===== config.mk =====
export PLATFORM = sky130hd
export DESIGN_NAME = gcd_requester
export DESIGN_NICKNAME = d
export VERILOG_FILES = /design/src/rtl/gcd_requester.sv
export SDC_FILE = /design/constraint.sdc
export NUM_CORES = 1
export LEC_CHECK = 0
export ABC_AREA = 1
export BUFFER_PORTS_ARGS = -buffer_cell sky130_fd_sc_hd__buf_2
export CORE_ASPECT_RATIO = 2
export CORE_UTILIZATION = 40
export CTS_CLUSTER_SIZE = 40
export DETAILED_ROUTE_END_ITERATION = 6
export PLACE_DENSITY = 0.65
export SLEW_MARGIN = 15
export SYNTH_ARGS = -nofsm -noshare
export SYNTH_HDL_FRONTEND = slang
export SYNTH_SLANG_ARGS = --single-unit

===== constraint.sdc =====
create_clock -name clk -period 1.7 [get_ports clk]
set_input_delay 0.085 -clock clk [delete_from_list [all_inputs] [get_ports clk]]
set_output_delay 0.085 -clock clk [all_outputs]
set_load 0.03 [all_outputs]

===== src/rtl/gcd_requester.sv =====
// GCD requester: accepts operand pairs, drives an external GCD core
// through clear/load/run, and returns the result or a timeout abort.
module gcd_requester #(
  parameter int TIMEOUT = 63
) (
  input  logic       clk,
  input  logic       reset,
  input  logic       req_valid,
  output logic       req_ready,
  input  logic [4:0] req_a,
  input  logic [4:0] req_b,
  output logic       core_reset,
  output logic       core_load,
  output logic [4:0] core_a,
  output logic [4:0] core_b,
  input  logic [4:0] core_result,
  input  logic       core_done,
  output logic       rsp_valid,
  input  logic       rsp_ready,
  output logic [4:0] rsp_gcd,
  output logic       rsp_timeout
);

  typedef enum logic [2:0] {
    S_IDLE,
    S_CLR,
    S_LOAD,
    S_RUN,
    S_SETTLE,
    S_RESP
  } state_t;

  localparam logic [7:0] LP_LAST = 8'(TIMEOUT - 1);

  state_t     r_state;
  state_t     w_next;
  logic [7:0] r_cnt;
  logic [4:0] r_a;
  logic [4:0] r_b;
  logic [4:0] r_gcd;
  logic       r_tmo;
  logic       r_core_reset;
  logic       r_core_load;
  logic       r_req_ready;
  logic       r_rsp_valid;
  logic       w_accept;
  logic       w_zero;
  logic       w_expire;

  assign w_accept = (r_state == S_IDLE) && req_valid;
  assign w_zero   = (req_a == 5'd0) || (req_b == 5'd0);
  assign w_expire = !core_done && (r_cnt == LP_LAST);

  // State register
  always_ff @(posedge clk) begin
    if (reset) r_state <= S_IDLE;
    else       r_state <= w_next;
  end

  // Next-state decode; done wins over timeout in RUN
  always_comb begin
    w_next = r_state;
    unique case (r_state)
      S_IDLE: begin
        if (req_valid) w_next = w_zero ? S_RESP : S_CLR;
      end
      S_CLR:    w_next = S_LOAD;
      S_LOAD:   w_next = S_RUN;
      S_RUN: begin
        if (core_done)     w_next = S_SETTLE;
        else if (w_expire) w_next = S_RESP;
      end
      S_SETTLE: w_next = S_RESP;
      S_RESP: begin
        if (rsp_ready) w_next = S_IDLE;
      end
      default:  w_next = S_IDLE;
    endcase
  end

  // Registered handshake and core strobes, decoded from the next state
  always_ff @(posedge clk) begin
    if (reset) begin
      r_req_ready  <= 1'b1;
      r_rsp_valid  <= 1'b0;
      r_core_reset <= 1'b0;
      r_core_load  <= 1'b1;
    end else begin
      r_req_ready  <= (w_next == S_IDLE);
      r_rsp_valid  <= (w_next == S_RESP);
      r_core_reset <= (w_next != S_CLR);
      r_core_load  <= (w_next != S_LOAD);
    end
  end

  // Operand register, RUN cycle counter and response capture
  always_ff @(posedge clk) begin
    if (reset) begin
      r_a   <= '0;
      r_b   <= '0;
      r_cnt <= '0;
      r_gcd <= '0;
      r_tmo <= 1'b0;
    end else begin
      if (w_accept) begin
        r_a <= req_a;
        r_b <= req_b;
        if (w_zero) begin
          r_gcd <= req_a | req_b;
          r_tmo <= 1'b0;
        end
      end
      if (r_state == S_LOAD) r_cnt <= '0;
      if (r_state == S_RUN && !core_done) begin
        r_cnt <= r_cnt + 8'd1;
        if (w_expire) begin
          r_gcd <= '0;
          r_tmo <= 1'b1;
        end
      end
      if (r_state == S_SETTLE) begin
        r_gcd <= core_result;
        r_tmo <= 1'b0;
      end
    end
  end

  assign req_ready   = r_req_ready;
  assign rsp_valid   = r_rsp_valid;
  assign core_reset  = r_core_reset;
  assign core_load   = r_core_load;
  assign core_a      = r_a;
  assign core_b      = r_b;
  assign rsp_gcd     = r_gcd;
  assign rsp_timeout = r_tmo;

endmodule


### Word level (Yosys, flattened, before mapping)

Index checks and enable logic that the tools add are counted.

* flip-flop bits (word level): 31
* input bits: 20
* output and inout port bits: 20
* word-level logic and storage cells: 49

* $add $sub $neg: 1
* equal/unequal tests: 9
* mux-type cells: 17
* bitwise operators: 1
* reduce and logical (&&, ||, !) cells: 11

Operators by type and width (number)
* $mux W5: 5
* $pmux W3 S6: 1
* $mux W8: 2
* $mux W3: 5
* $logic_not A5 Y1: 2
* $eq A3 B3 Y1 const B: 3
* $add A8 B1 Y8 const B: 1
* $eq A8 B6 Y1 const B: 1
* $eq A3 B2 Y1 const B: 2
* $logic_not A3 Y1: 2
* $or A5 B5 Y5: 1
* $mux W1: 4
* $eq A3 B1 Y1 const B: 1
* $logic_and A1 B1 Y1: 3
* $ne A3 B1 Y1 const B: 1
* $ne A3 B2 Y1 const B: 1
* $reduce_bool A2 Y1: 1
* $reduce_or A2 Y1: 1
* $logic_not A1 Y1: 1
* $logic_or A1 B1 Y1: 1

### Longest topological paths before layout

* word-level depth: 7
* depth in mapped cells: 9
* depth with buffers taken out: 9

### Least setup slack after synthesis

Ideal clock, no wire load.

* path type: register to register
* from: reg r_cnt[0]
* to: reg r_core_reset (netlist: core_reset)
* library setup time: 0.128 ns
* data arrival time: 1.139 ns
* data required time: 1.572 ns
* setup slack: 0.433 ns
* stages on the path, launching flop included: 10
* cell sequence: dfxtp_1 inv_1 ha_1 nand2_1 nor2_1 nor2_2 nor2_1 nand2_1 nor2_1 nor2_1

* cells in the longest elaborated chain, start to end: 6

RTL lines
* start, declared: line 37 `logic [7:0] r_cnt;`
* start signal, assigned: line 115 `r_cnt <= r_cnt + 8'd1;`
* $eq A8 B6 Y1: line 52 `assign w_expire = !core_done && (r_cnt == LP_LAST);`
* $logic_and A1 B1 Y1: line 52
* $mux W3: line 71 `else if (w_expire) w_next = S_RESP;`
* $mux W3: line 70 `if (core_done) w_next = S_SETTLE;`
* $pmux W3 S6: line 63 `unique case (r_state)`
* $ne A3 B1 Y1: line 91 `r_core_reset <= (w_next != S_CLR);`
* end signal, assigned: line 91
* end, declared: line 42 `logic r_core_reset;`

Every way passes these cells.
A chain may end at the register's enable or synchronous reset.

### Worst setup path in the final report

Same ends and word-level chain as after synthesis.

==> impl_results.md <==
* Status: complete, no violations
* Antenna Cells at 0
* Avg WL per Cell at 11.3 um
* Max rail drop VDD at between 0.5 and 0.6 mV
* CP Capture Type: register
* Synth cell types at 28
* Syn Std Cell Area at about 0.0014 mm2
* CP startpoint: r_cnt[0]
* Met2 GRT Util at about a third
* Final Non-Filler Cells at about 300
* FFs w/ async S/R, synth at 0%
* Largest stage delay, worst path at around 320 ps
* Core area at between 0.003 and 0.004 mm2
* Maxcap violations at 0
* Vias in the first global route at ~1300
* Vias/cell at 4.75
* DIE WIDTH at 44.5 um
* Worst Max-Slew Pin Slew at 367 ps
* Synth area leader: dfxtp_1
* Overflow after GRT at 0
* Busiest grt layer: met2
* Largest net degree at the start of global routing at 21
* Max_slew headroom at about three quarters
* Slowest cell on the critical path: dfxtp_1
* Max Fclk at between 0.6 and 0.7 GHz
* Reg2reg start: r_cnt[0]
* Type of origin of the critical path: register
* Root Driver: clkbuf_8
* Gpl congestion at about 0.8
* Hold_sp: core_result[3]
* Postcts setup bufs at 0
* Hold Fails Final Rpt at 0
* Crit Path Max Fanout at 4
* Count leader, synth: nand2_1
* Synthesis-stage register bit count at 31
* Crit path time final at about 1500 ps
* Area contributors post-synth: dfxtp_1, nand2_1, nor2_1
* Nets at ~270
* # rows at 30
* Post-Route WL at 3340 um
* CTS sink cnt at 31
* H-tree Lvls at 2
* Period utilization at roughly 86%
* Port Buffers at 39
* CTS Buf Count at 5
* Leak at roughly 0.83 nW
* Initial antenna violation count at 0
* Antenna viol nets, final at 0
* Syn avg cell area at roughly 7.1 um2
* Post-synth top area share at a little over two fifths
* I/O pins at 40
* Post-CTS Resized at 0
* DP Wirelength at between 2000 and 3000 um
* CTS Hold Buffers Added at 0
* Worst Path Arrival at approximately 1600 ps
* HP Class: input port to register
* GRT Total Usage at 19.2%
* DRC errors left at 0
* DR vias at approximately 1400
* Syn nets at between 200 and 250
* Setup-violating endpoint count in the final report at 0
* Setup TNS at 0 ps
* Layout Skew at about 4.3 ps
* Commonest cells post-synth: nand2_1, nor2_1, dfxtp_1, inv_1, a21oi_1
* Critical Path Most Common Cell: nor2_1
* Critical path class: register to register
* Register clock-pin slew on the reported worst setup and hold paths at 60 ps
* CP bufs+invs at 1
* M1 GR Usage at a little under a fifth
* Power consumption at between 1.5 and 2 mW
* Die area at 0.00387 mm2
* Worst-skew pair later-pin latency at 280 ps
* Final-report max-slew violation count at 0
* Initial Util at ~42%
* First-pass GRT wire length at about 5300 um
* Sequential area share after synthesis at between 40% and 50%
* Power Density at around 1000 mW/mm2
* CP cell instances: inv_1, ha_1, nand2_1, nor2_1, nor2_2, nor2_1, nand2_1, nor2_1, nor2_1
* CTS Buffer Depth at 2
* Met3 usage at 4.98%
* Starting DRT DRC Count at 20
* Post-synth EDFFs at 0
* Placed cell count at between 200 and 300
* Area grow syn2layout at 22.7%
* Die Span Y at around 87 um
* Main synth FF type: dfxtp_1
* Share of post-route cells with drive strength above 1 at between 20 and 25%
* Critical path's top delay family: simple AND/OR/NAND/NOR gates
* Syn. warnings at 0
* Req. time, crit path at between 1500 and 2000 ps
* CTS tree: built
* DRT Pass-1 Iters at 4
* RSZ-0062 raised after global routing: false
* Syn Inst Count at slightly above 200
## placed cells by master (no fill, tap or decap), types with 2 or more instances in the layout
cell type and count:
o21ai_0 9, buf_2 39, nor3_1 7, a21boi_0 2
ha_1 2, o211a_1 2, clkbuf_1 2, inv_2 2
nand2_1 46, buf_4 2, nor2_1 34, inv_1 19
nand3_2 3, nand3_1 12, clkbuf_8 5, a21oi_1 17
dfxtp_1 31
## cells by family (layout without fill, tap and decap cells)
family | after synthesis | count (layout) | share of synthesized area, %
and+or+nand+nor | 109 | 109 | 33.5
buffers and inverters | 26 | 70 | 7.11
DFF | 31 | 31 | 43.0
adders and majority gates | 2 | 2 | 1.73
AOI/OAI and AO/OA | 35 | 35 | 14.6
## area by class of cell
class,instances,area [um2]
inverter,21,78.8
clock inverter,1,5.00
timing repair buffer,41,210
fill,367,1640
tap,48,60.1
clock buffer,7,76.3
sequential,31,621
multi-input combinational,146,721
## state kept, by name (all words and copies together), names as in the netlist
name	count
core_load	1
core_a	5
core_b	5
r_cnt	8
rsp_gcd	5
rsp_timeout	1
rsp_valid	1
r_state	3
req_ready	1
core_reset	1
## worst reg2reg max path: cells and delay by family (launching register included)
family                     cells  cell delay (ps)
adders and majority gates      1              150
buffers and inverters          1               90
DFF                            1              320
and+or+nand+nor                7              760
## final timing paths
| kind | endpoint | cells past startpoint | slack [ps] |
|---|---|---|---|
| worst max register to register | core_reset | 9 | 250 |
| worst max-delay path | core_reset | 9 | 250 |
| worst min register to register | core_b[0] | 2 | 460 |
| worst min-delay path | rsp_gcd[3] | 3 | 50 |
## through the flow
stage               hold WS (ps)  utilization [%]  worst slack (ps)  instance area [um2]
floorplan                    228                -               433                 1440
CTS                         41.2             51.9               259                 1770
global route                51.8             51.9               120                 1770
finish                      52.0             51.9               246                 1770
detailed placement           349             49.5               281                 1690
global placement             346             49.5               283                 1690
## report_power, final
group / leakage, nW / switching (mW) / total [mW] / internal [mW]
registers: 0.253 / 0.0327 / 0.819 / 0.786
logic: 0.538 / 0.283 / 0.411 / 0.128
clock network: 0.0422 / 0.261 / 0.547 / 0.287
total: 0.834 / 0.576 / 1.78 / 1.20
## per-layer routing
| layer | up-vias | share of wire, % |
|---|---|---|
| met1 | 618 | 38 |
| met3 | 6 | 3.9 |
| met5 | - | 0 |
| met4 | 0 | 2.5 |
| li1 | 742 | - |
| met2 | 35 | 55 |
No activity file was read; power rests on OpenSTA's default activity.
